`src/rtl/serial_alu_ctrl.sv`:
```
// Bit-serial ALU sequencer: one 1-bit alu_top slice is stepped LSB first across WIDTH clocks.
// Optional abort input is compiled in with SERIAL_ALU_ABORT_EN.

module alu_top (
  input  logic       a_i,
  input  logic       b_i,
  input  logic       binv_i,
  input  logic       cin_i,
  input  logic [1:0] op_i,
  output logic       res_o,
  output logic       cout_o
);
  logic bb;

  always_comb begin
    bb     = b_i ^ binv_i;
    cout_o = (a_i & bb) | (a_i & cin_i) | (bb & cin_i);
    case (op_i)
      2'd0:    res_o = a_i & bb;
      2'd1:    res_o = a_i | bb;
      2'd2:    res_o = a_i ^ bb ^ cin_i;
      default: res_o = bb;
    endcase
  end
endmodule

module serial_alu_ctrl #(
  parameter int WIDTH = 32
) (
  input  logic             clk_i,
  input  logic             rst_n,
  input  logic             start_i,
  input  logic [2:0]       op_i,
  input  logic [WIDTH-1:0] src1_i,
  input  logic [WIDTH-1:0] src2_i,
`ifdef SERIAL_ALU_ABORT_EN
  input  logic             abort_i,
`endif
  output logic             busy_o,
  output logic             done_o,
  output logic [WIDTH-1:0] result_o,
  output logic             zero_o,
  output logic             cout_o,
  output logic             overflow_o
);
  localparam int CW = $clog2(WIDTH);
  localparam logic [2:0] OP_SUB = 3'd3;
  localparam logic [2:0] OP_SLT = 3'd4;

  typedef enum logic [1:0] {IDLE, RUN, FIX, DONE} state_t;

  state_t           state_q, state_d;
  logic [2:0]       op_q, op_d;
  logic [WIDTH-1:0] a_q, a_d, b_q, b_d, sh_q, sh_d;
  logic [CW-1:0]    cnt_q, cnt_d;
  logic             carry_q, carry_d;
  logic             slt_q, slt_d, fovf_q, fovf_d;
  logic             busy_q, busy_d, done_q, done_d;
  logic [WIDTH-1:0] result_q, result_d;
  logic             zero_q, zero_d, cout_q, cout_d, ovf_q, ovf_d;

  logic             abort;
  logic             binv, arith, is_slt, last;
  logic [1:0]       slice_op;
  logic             s_res, s_cout, ovf_bit;
  logic [WIDTH-1:0] sh_next;

`ifdef SERIAL_ALU_ABORT_EN
  assign abort = abort_i;
`else
  assign abort = 1'b0;
`endif

  always_comb begin
    is_slt   = (op_q == OP_SLT);
    binv     = (op_q == OP_SUB) || is_slt;
    arith    = (op_q == 3'd2) || binv;
    slice_op = (op_q == 3'd0) ? 2'd0 :
               (op_q == 3'd1) ? 2'd1 :
               arith          ? 2'd2 : 2'd3;
    last     = (cnt_q == CW'(WIDTH-1));
  end

  alu_top u_slice (
    .a_i    (a_q[0]),
    .b_i    (b_q[0]),
    .binv_i (binv),
    .cin_i  (carry_q),
    .op_i   (slice_op),
    .res_o  (s_res),
    .cout_o (s_cout)
  );

  always_comb begin
    state_d  = state_q;
    op_d     = op_q;
    a_d      = a_q;
    b_d      = b_q;
    sh_d     = sh_q;
    cnt_d    = cnt_q;
    carry_d  = carry_q;
    slt_d    = slt_q;
    fovf_d   = fovf_q;
    busy_d   = busy_q;
    done_d   = 1'b0;
    result_d = result_q;
    zero_d   = zero_q;
    cout_d   = cout_q;
    ovf_d    = ovf_q;
    sh_next  = {s_res, sh_q[WIDTH-1:1]};
    // carry into the MSB is still in carry_q while the last bit is computed
    ovf_bit  = carry_q ^ s_cout;

    case (state_q)
      IDLE: if (start_i) begin
        state_d = RUN;
        op_d    = op_i;
        a_d     = src1_i;
        b_d     = src2_i;
        cnt_d   = '0;
        carry_d = (op_i == OP_SUB) || (op_i == OP_SLT);
        busy_d  = 1'b1;
      end
      RUN: if (abort) begin
        state_d = IDLE;
        busy_d  = 1'b0;
      end else begin
        a_d     = a_q >> 1;
        b_d     = b_q >> 1;
        sh_d    = sh_next;
        carry_d = s_cout;
        cnt_d   = cnt_q + CW'(1);
        if (last) begin
          if (is_slt) begin
            state_d = FIX;
            slt_d   = s_res ^ ovf_bit;
            fovf_d  = ovf_bit;
          end else begin
            state_d  = DONE;
            busy_d   = 1'b0;
            done_d   = 1'b1;
            result_d = sh_next;
            zero_d   = (sh_next == '0);
            cout_d   = arith & s_cout;
            ovf_d    = arith & ovf_bit;
          end
        end
      end
      FIX: if (abort) begin
        state_d = IDLE;
        busy_d  = 1'b0;
      end else begin
        state_d  = DONE;
        busy_d   = 1'b0;
        done_d   = 1'b1;
        result_d = {{(WIDTH-1){1'b0}}, slt_q};
        zero_d   = ~slt_q;
        cout_d   = carry_q;
        ovf_d    = fovf_q;
      end
      default: state_d = IDLE;
    endcase
  end

  always_ff @(posedge clk_i or negedge rst_n) begin
    if (!rst_n) begin
      state_q  <= IDLE;
      op_q     <= '0;
      a_q      <= '0;
      b_q      <= '0;
      sh_q     <= '0;
      cnt_q    <= '0;
      carry_q  <= 1'b0;
      slt_q    <= 1'b0;
      fovf_q   <= 1'b0;
      busy_q   <= 1'b0;
      done_q   <= 1'b0;
      result_q <= '0;
      zero_q   <= 1'b1;
      cout_q   <= 1'b0;
      ovf_q    <= 1'b0;
    end else begin
      state_q  <= state_d;
      op_q     <= op_d;
      a_q      <= a_d;
      b_q      <= b_d;
      sh_q     <= sh_d;
      cnt_q    <= cnt_d;
      carry_q  <= carry_d;
      slt_q    <= slt_d;
      fovf_q   <= fovf_d;
      busy_q   <= busy_d;
      done_q   <= done_d;
      result_q <= result_d;
      zero_q   <= zero_d;
      cout_q   <= cout_d;
      ovf_q    <= ovf_d;
    end
  end

  assign busy_o     = busy_q;
  assign done_o     = done_q;
  assign result_o   = result_q;
  assign zero_o     = zero_q;
  assign cout_o     = cout_q;
  assign overflow_o = ovf_q;
endmodule

```
`config.mk`:
```
export PLATFORM = sky130hd
export DESIGN_NAME = serial_alu_ctrl
export DESIGN_NICKNAME = d
export VERILOG_FILES = /design/src/rtl/serial_alu_ctrl.sv
export SDC_FILE = /design/constraint.sdc
export NUM_CORES = 1
export LEC_CHECK = 0
export CAP_MARGIN = 20
export CORE_ASPECT_RATIO = 0.7
export CORE_MARGIN = 2
export CORE_UTILIZATION = 40
export CTS_CLUSTER_SIZE = 16
export DETAILED_ROUTE_END_ITERATION = 7
export GPL_TIMING_DRIVEN = 1
export PLACE_DENSITY = 0.73
export SLEW_MARGIN = 25
export SYNTH_ARGS = -nofsm -noshare
export SYNTH_HDL_FRONTEND = slang
export SYNTH_HIERARCHICAL = 1
export SYNTH_SLANG_ARGS = --single-unit
```
`constraint.sdc`:
```
create_clock -name clk_i -period 2.75 [get_ports clk_i]
set_input_delay 0.4125 -clock clk_i [delete_from_list [all_inputs] [get_ports clk_i]]
set_output_delay 0.4125 -clock clk_i [all_outputs]
set_load 0.005 [all_outputs]
```
Yosys cells after proc, flatten, opt, wreduce, memory -nomap -nowiden
Index checks and enable logic that the tools add are counted.
{"block": "totals", "out_inout_bits": 37, "regBits": 146, "in_bits": 70}
{"block": "classes", "add_sub_neg": 1, "reduce_logical": 16, "n_bitwise": 14, "n_eq_ne": 14, "mux": 35}
{"operator": "case mux 32 bit (2 select lines)", "n": 3}
{"operator": "two-way mux 32 bit", "n": 4}
{"operator": "zero test 32 bit", "n": 1}
{"operator": "two-way mux 1 bit", "n": 14}
{"operator": "case mux 1 bit (2 select lines)", "n": 5}
{"operator": "case mux 5 bit (2 select lines)", "n": 1}
{"operator": "equality test 3 x 2 -> 1 bit (second input constant)", "n": 3}
{"operator": "two-way mux 2 bit", "n": 4}
{"operator": "equality test 3 bit (second input constant)", "n": 2}
{"operator": "inequality test 2 bit (second input constant)", "n": 3}
{"operator": "case mux 1 bit (3 select lines)", "n": 2}
{"operator": "case mux 2 bit (3 select lines)", "n": 1}
{"operator": "AND reduction 2 bit", "n": 3}
{"operator": "AND reduction 3 bit", "n": 2}
{"operator": "adder 5 x 1 -> 5 bit (second input constant)", "n": 1}
{"operator": "bitwise AND 1 bit", "n": 5}
{"operator": "equality test 5 bit (second input constant)", "n": 1}
{"operator": "two-way mux 5 bit", "n": 1}
{"operator": "XOR 1 bit", "n": 5}
{"operator": "equality test 2 x 1 -> 1 bit (second input constant)", "n": 2}
{"operator": "equality test 2 bit (second input constant)", "n": 2}
{"operator": "zero test 2 bit", "n": 2}
{"operator": "AND reduction 4 bit", "n": 1}
{"operator": "nonzero test 2 bit", "n": 2}
{"operator": "other kinds (6)", "n": 10}

Longest topological paths before layout
{"block": "logic_depth", "ltp_word": 12, "ltp_mapped": 11, "depth_no_buf": 11}

Hierarchy
Netlist, hierarchy kept.
{"mod": "serial_alu_ctrl", "seq_area_each_um2": 3629.7, "instances": 1, "cells_per_inst": 522, "area_each_um2": 6243.5}
{"mod": "alu_top", "seq_area_each_um2": 0.0, "instances": 1, "cells_per_inst": 8, "area_each_um2": 87.6}

Worst setup path after synthesis
Ideal clock, no wire load.
{"block": "synth_path", "path_type": "reg2reg", "from": "register op_q[0]", "to": "register zero_q (netlist: zero_o)", "slack_ns": -0.080, "synth_period_minus_slack_ns": 2.830, "path_buffers": 0, "setup_ns": 0.060, "stages_incl_launch_ff": 10, "arrival_time_ns": 2.770, "cell_sequence": "dfrtp_1 nor3b_4 a21o_1 xor2_1 fa_1 mux4_2 nor4_1 nand4_1 nor4_1 a211o_1"}
{"block": "synth_between", "elab_chain_cells": 12, "elab_cells_between_ends": 25, "cone_classes": "eq/ne (7); mux (7); bitwise (5); reduce/logical (6)"}
{"item": "from (decl)", "line": "53", "text": "logic [2:0] op_q, op_d;"}
{"item": "from (signal assigned)", "line": "184", "text": "op_q <= op_d;"}
{"item": "equality test 3 x 2 -> 1 bit / equality test 3 bit (equally long branches)", "line": "76, 75"}
{"item": "logical OR 1 bit *", "line": "76", "text": "binv = (op_q == OP_SUB) || is_slt;"}
{"item": "via binv", "line": "63", "text": "logic binv, arith, is_slt, last;"}
{"item": "logical OR 1 bit", "line": "77", "text": "arith = (op_q == 3'd2) || binv;"}
{"item": "two-way mux 1 bit", "line": "80", "text": "arith ? 2'd2 : 2'd3;"}
{"item": "two-way mux 2 bit", "line": "79", "text": "(op_q == 3'd1) ? 2'd1 :"}
{"item": "two-way mux 2 bit", "line": "78", "text": "slice_op = (op_q == 3'd0) ? 2'd0 :"}
{"item": "equality test 2 bit, or another cell as far along", "line": "18", "text": "case (op_i)"}
{"item": "case mux 1 bit (3 select lines) *", "line": "18"}
{"item": "via s_res", "line": "65", "text": "logic s_res, s_cout, ovf_bit;"}
{"item": "zero test 32 bit *", "line": "143", "text": "zero_d = (sh_next == '0);"}
{"item": "two-way mux 1 bit *", "line": "134", "text": "if (is_slt) begin"}
{"item": "two-way mux 1 bit *", "line": "133", "text": "if (last) begin"}
{"item": "case mux 1 bit (2 select lines) *", "line": "114", "text": "case (state_q)"}
{"item": "to (signal assigned)", "line": "195", "text": "zero_q <= zero_d;"}
{"item": "to (decl)", "line": "60", "text": "logic zero_q, zero_d, cout_q, cout_d, ovf_q, ovf_d;"}
Mark *: on every way through the listed nets, which the timed path passes. The rest lies on a longest branch. The select of a mux whose other input is x is not followed.
A chain may end at the register's enable or synchronous reset.

Worst setup path in the final report
{"block": "layout_path", "from": "register op_q[1]", "to": "register zero_q (netlist: zero_o)"}
Same word-level chain as after synthesis.

==> impl_metrics.yaml <==
global_route:
  grt_first_pass_wirelength_um: 23540
  grt_start_max_net_pins: 121
  via_count_of_the_first_global_routing_pass: 4612
  grt_overflow_total: 0
  gr-usage-all-layers_pct: 18.01
  initial_antenna_violation_count: 0
setup_path:
  critical-path-slowest-cell: "mux4_2"
  path_cells: "nor3b_4, a21o_1, xor2_2, fa_1, mux4_2, nor4_4, nand4_1, nor4_2, a211o_1"
  worst-path-stages: 9
  slowest_delay_ns: 0.52
  kind_of_capture_point_of_the_worst_setup_path: "flop"
  critical_path_required_ns: 3.12
  cp_num_buf_inv: 0
  critical_path_peak_fanout: 5
  arrival_time_of_the_worst_setup_path_ns: 3.07
  timing_worst_setup_path_type: "reg2reg"
  crit_family: "simple AND/OR/NAND/NOR gates"
  crit_path_start_kind: "flop"
  r2r_slack_ns: 0.05
  worst_r2r_path_depth: 9
synth:
  synthCells: 530
  syn_nets: 609
  flops_latches_synth: 145
  dominantRegCellSynth: "dfrtp_1"
  postSynthAreaPerCell_um2: 11.95
  post_synth_instance_area_um2: 6331
  count_of_flip_flops_with_a_built_in_enable_after_synthesis: 0
  synth_cell_type_count: 42
  synthesis.yosys.warnings: 6
  synth-seq-area-share_pct: 57.33
  postSynth.asyncResetShare_pct: 100.0
drt:
  drtIter0Drc: 257
  avgViaCountPerCell: 5.113
  drt-total-wl_um: 13940
  route.antenna.remaining_nets: 0
  route.vias.total: 4336
  drt-wirelength-per-cell_um: 16.43
  route.detailed.drc: 0
  detail_route.first_pass.iterations: 4
sta:
  unrepaired_setup_endpoints_after_global_routing: "yes"
  max_clock_freq_mhz: 370.1
  setup_ws_ns: 0.04789
  finalWorstPathRequiredPeriod_ns: 2.702
  worst_slew_margin_rel_pct: 59.85
  finalMaxSlewViolations: 0
  worst-slew-pin-transition_ns: 0.6023
  endpoints_failing_setup: 0
  finalHoldViolations: 0
  post_route_skew_ns: 0.01452
  fin_crit_sh_pct: 98.26
pwr:
  switching_share_pct: 36.02
  combPwrFrac_pct: 36.1
  pwr-share-seq_pct: 36.8
  clock_power_share_pct: 27.0
  power_leakage_uw: 0.003687
  internal_power_uw: 5776
  ir_drop_mv: 0.5534
  total_switching_power_uw: 3252
  pwr_density_cell_nw_per_um2: 1089
floorplan:
  placeable_core_area_um2: 15500
  row_count: 38
  chipWidth_um: 154.4
  die_height_um: 109.3
  die_area_um2: 16870
  io_pins: 107
  initial_core_util_pct: 40.85
place:
  dpl_worst_slack_ns: -0.2726
  gp_routability_congestion: 0.7877
  dp.final_hpwl_um: 9321
  placed_instances: 813
  portBuffers: 106
layout:
  commonest_non_fill_non_tap_cell_in_the_layout: "dfrtp_1"
  drive_above_1_share_pct: 15.12
  fillerInstances: 1291
  fin_util_pct: 53.50
  layout.cells.non_filler: 848
  count_of_antenna_diodes_in_the_layout: 0
  area.growth.synth_to_final_pct: 30.99
  final_net_count: 714
  final_cell_mix: "dfrtp_1, clkdlybuf4s50_1, nand2_1"
min_path:
  worst_hold_path_type: "reg2reg"
  hold_path_depth: 2
cts:
  clkSlewWorstSetupHoldPaths_ns: 0.06
  cts.path.max_buffers: 2
  clock-root-buffer: "clkbuf_16"
  clock_sink_count: 145
  tritoncts: "built"
  worst_skew_pair.late_latency_ns: 0.43
  htree_num_levels: 4
  numCtsBuffers: 17
run_status:
  run_status: "completed"
flow_run:
  drv_cap: 0
state kept, by name (all words and copies together) (netlist names), 2 cells and up:
| name | flops |
|---|---|
| a_q | 32 |
| b_q | 32 |
| result_o | 32 |
| sh_q | 31 |
| cnt_q | 5 |
| op_q | 3 |
| state_q | 2 |
cell type report:
class	instances	area, um^2	area share [%]
Sequential cell	145	3631	43.78
Tap cell	200	250.2	3.018
Clock buffer	17	425.4	5.130
Timing Repair Buffer	120	1207	14.56
Multi-Input combinational cell	341	2544	30.67
Inverter	10	37.54	0.4526
Clock inverter	15	197.7	2.384
stage by stage:
| step | TNS (ns) | area, um^2 | hold slack (ns) | power, uW |
|---|---|---|---|---|
| 2_1_floorplan | 0 | 6339 | 0.1169 | 5600 |
| 3_3_place_gp | 0 | 7620 | 0.4261 | 6227 |
| 3_5_place_dp | -0.2726 | 7620 | 0.4321 | 6447 |
| 4_1_cts | 0 | 8285 | 0.4843 | 9024 |
| 5_1_grt | -0.05572 | 8293 | 0.5057 | 9673 |
| 6_report | 0 | 8293 | 0.4768 | 9028 |
worst register-to-register path: stages, from the launching register on:
cell     delay [ns]
dfrtp_2        0.44
nor3b_4        0.24
a21o_1         0.16
xor2_2         0.19
fa_1           0.45
mux4_2         0.52
nor4_4         0.19
nand4_1        0.15
nor4_2         0.18
a211o_1        0.13
path summary, 6_finish.rpt:
check,from,end
setup / recovery,op_q[1],zero_o
hold / removal,a_q[17],a_q[17]
setup reg to reg,op_q[1],zero_o
hold reg to reg,a_q[17],a_q[17]
max in group asynchronous,rst_n,a_q[12]
min in group asynchronous,rst_n,b_q[12]
cells by family after synthesis:
logic type	Yosys count	synth area share (%)
and+or+nand+nor	102	7.075
buffers and inverters	44	3.379
adders and majority gates	9	1.897
xor gates and xnor gates	3	0.4151
AOI/OAI and AO/OA	124	12.67
DFF	145	57.33
muxes	103	17.23
cells in the mapped netlist, types with 2 or more instances:
| master | instances | area (um^2) |
|---|---|---|
| dfrtp_1 | 144 | 3603 |
| nand2_1 | 74 | 277.8 |
| o21ai_0 | 70 | 350.3 |
| mux2i_1 | 64 | 640.6 |
| mux2_2 | 38 | 427.9 |
| a22o_1 | 34 | 297.8 |
| buf_2 | 23 | 115.1 |
| inv_1 | 9 | 33.78 |
| ha_1 | 8 | 100.1 |
| nor4_1 | 8 | 50.05 |
| clkbuf_1 | 7 | 26.28 |
| nand3_1 | 5 | 25.02 |
| o21ai_1 | 5 | 25.02 |
| nor2_1 | 3 | 11.26 |
| nor3_1 | 3 | 15.01 |
| a21o_1 | 2 | 15.01 |
| a21oi_1 | 2 | 10.01 |
| a32o_1 | 2 | 20.02 |
| and3_1 | 2 | 12.51 |
| buf_6 | 2 | 22.52 |
| nand2b_1 | 2 | 12.51 |
| o2bb2ai_1 | 2 | 17.52 |
| xor2_1 | 2 | 17.52 |
routing by layer:
layer	up-vias	global-route usage, %	share of wire (%)
met5	-	0	0
met4	0	5.159	0.59
met2	76	27.96	46
li1	2097	-	-
met3	8	6.081	4.9
met1	2155	24.29	48
power by group through the flow:
stage               registers (uW)  logic, uW  clock network [uW]
global route                  3420       3660                2590
finish                        3330       3260                2440
CTS                           3330       3220                2480
global placement              3290       2930                   0
floorplan                     3180       2420                   0
detailed placement            3340       3110                   0
what timing repair did:
action                     CTS  global route
pin swaps                    1             2
setup endpoints to repair    1             1
resized for setup            5             0
setup buffers                1             1
hold endpoints to repair    55             0
hold buffers                 1             0
No activity file was read; power rests on OpenSTA's default activity.
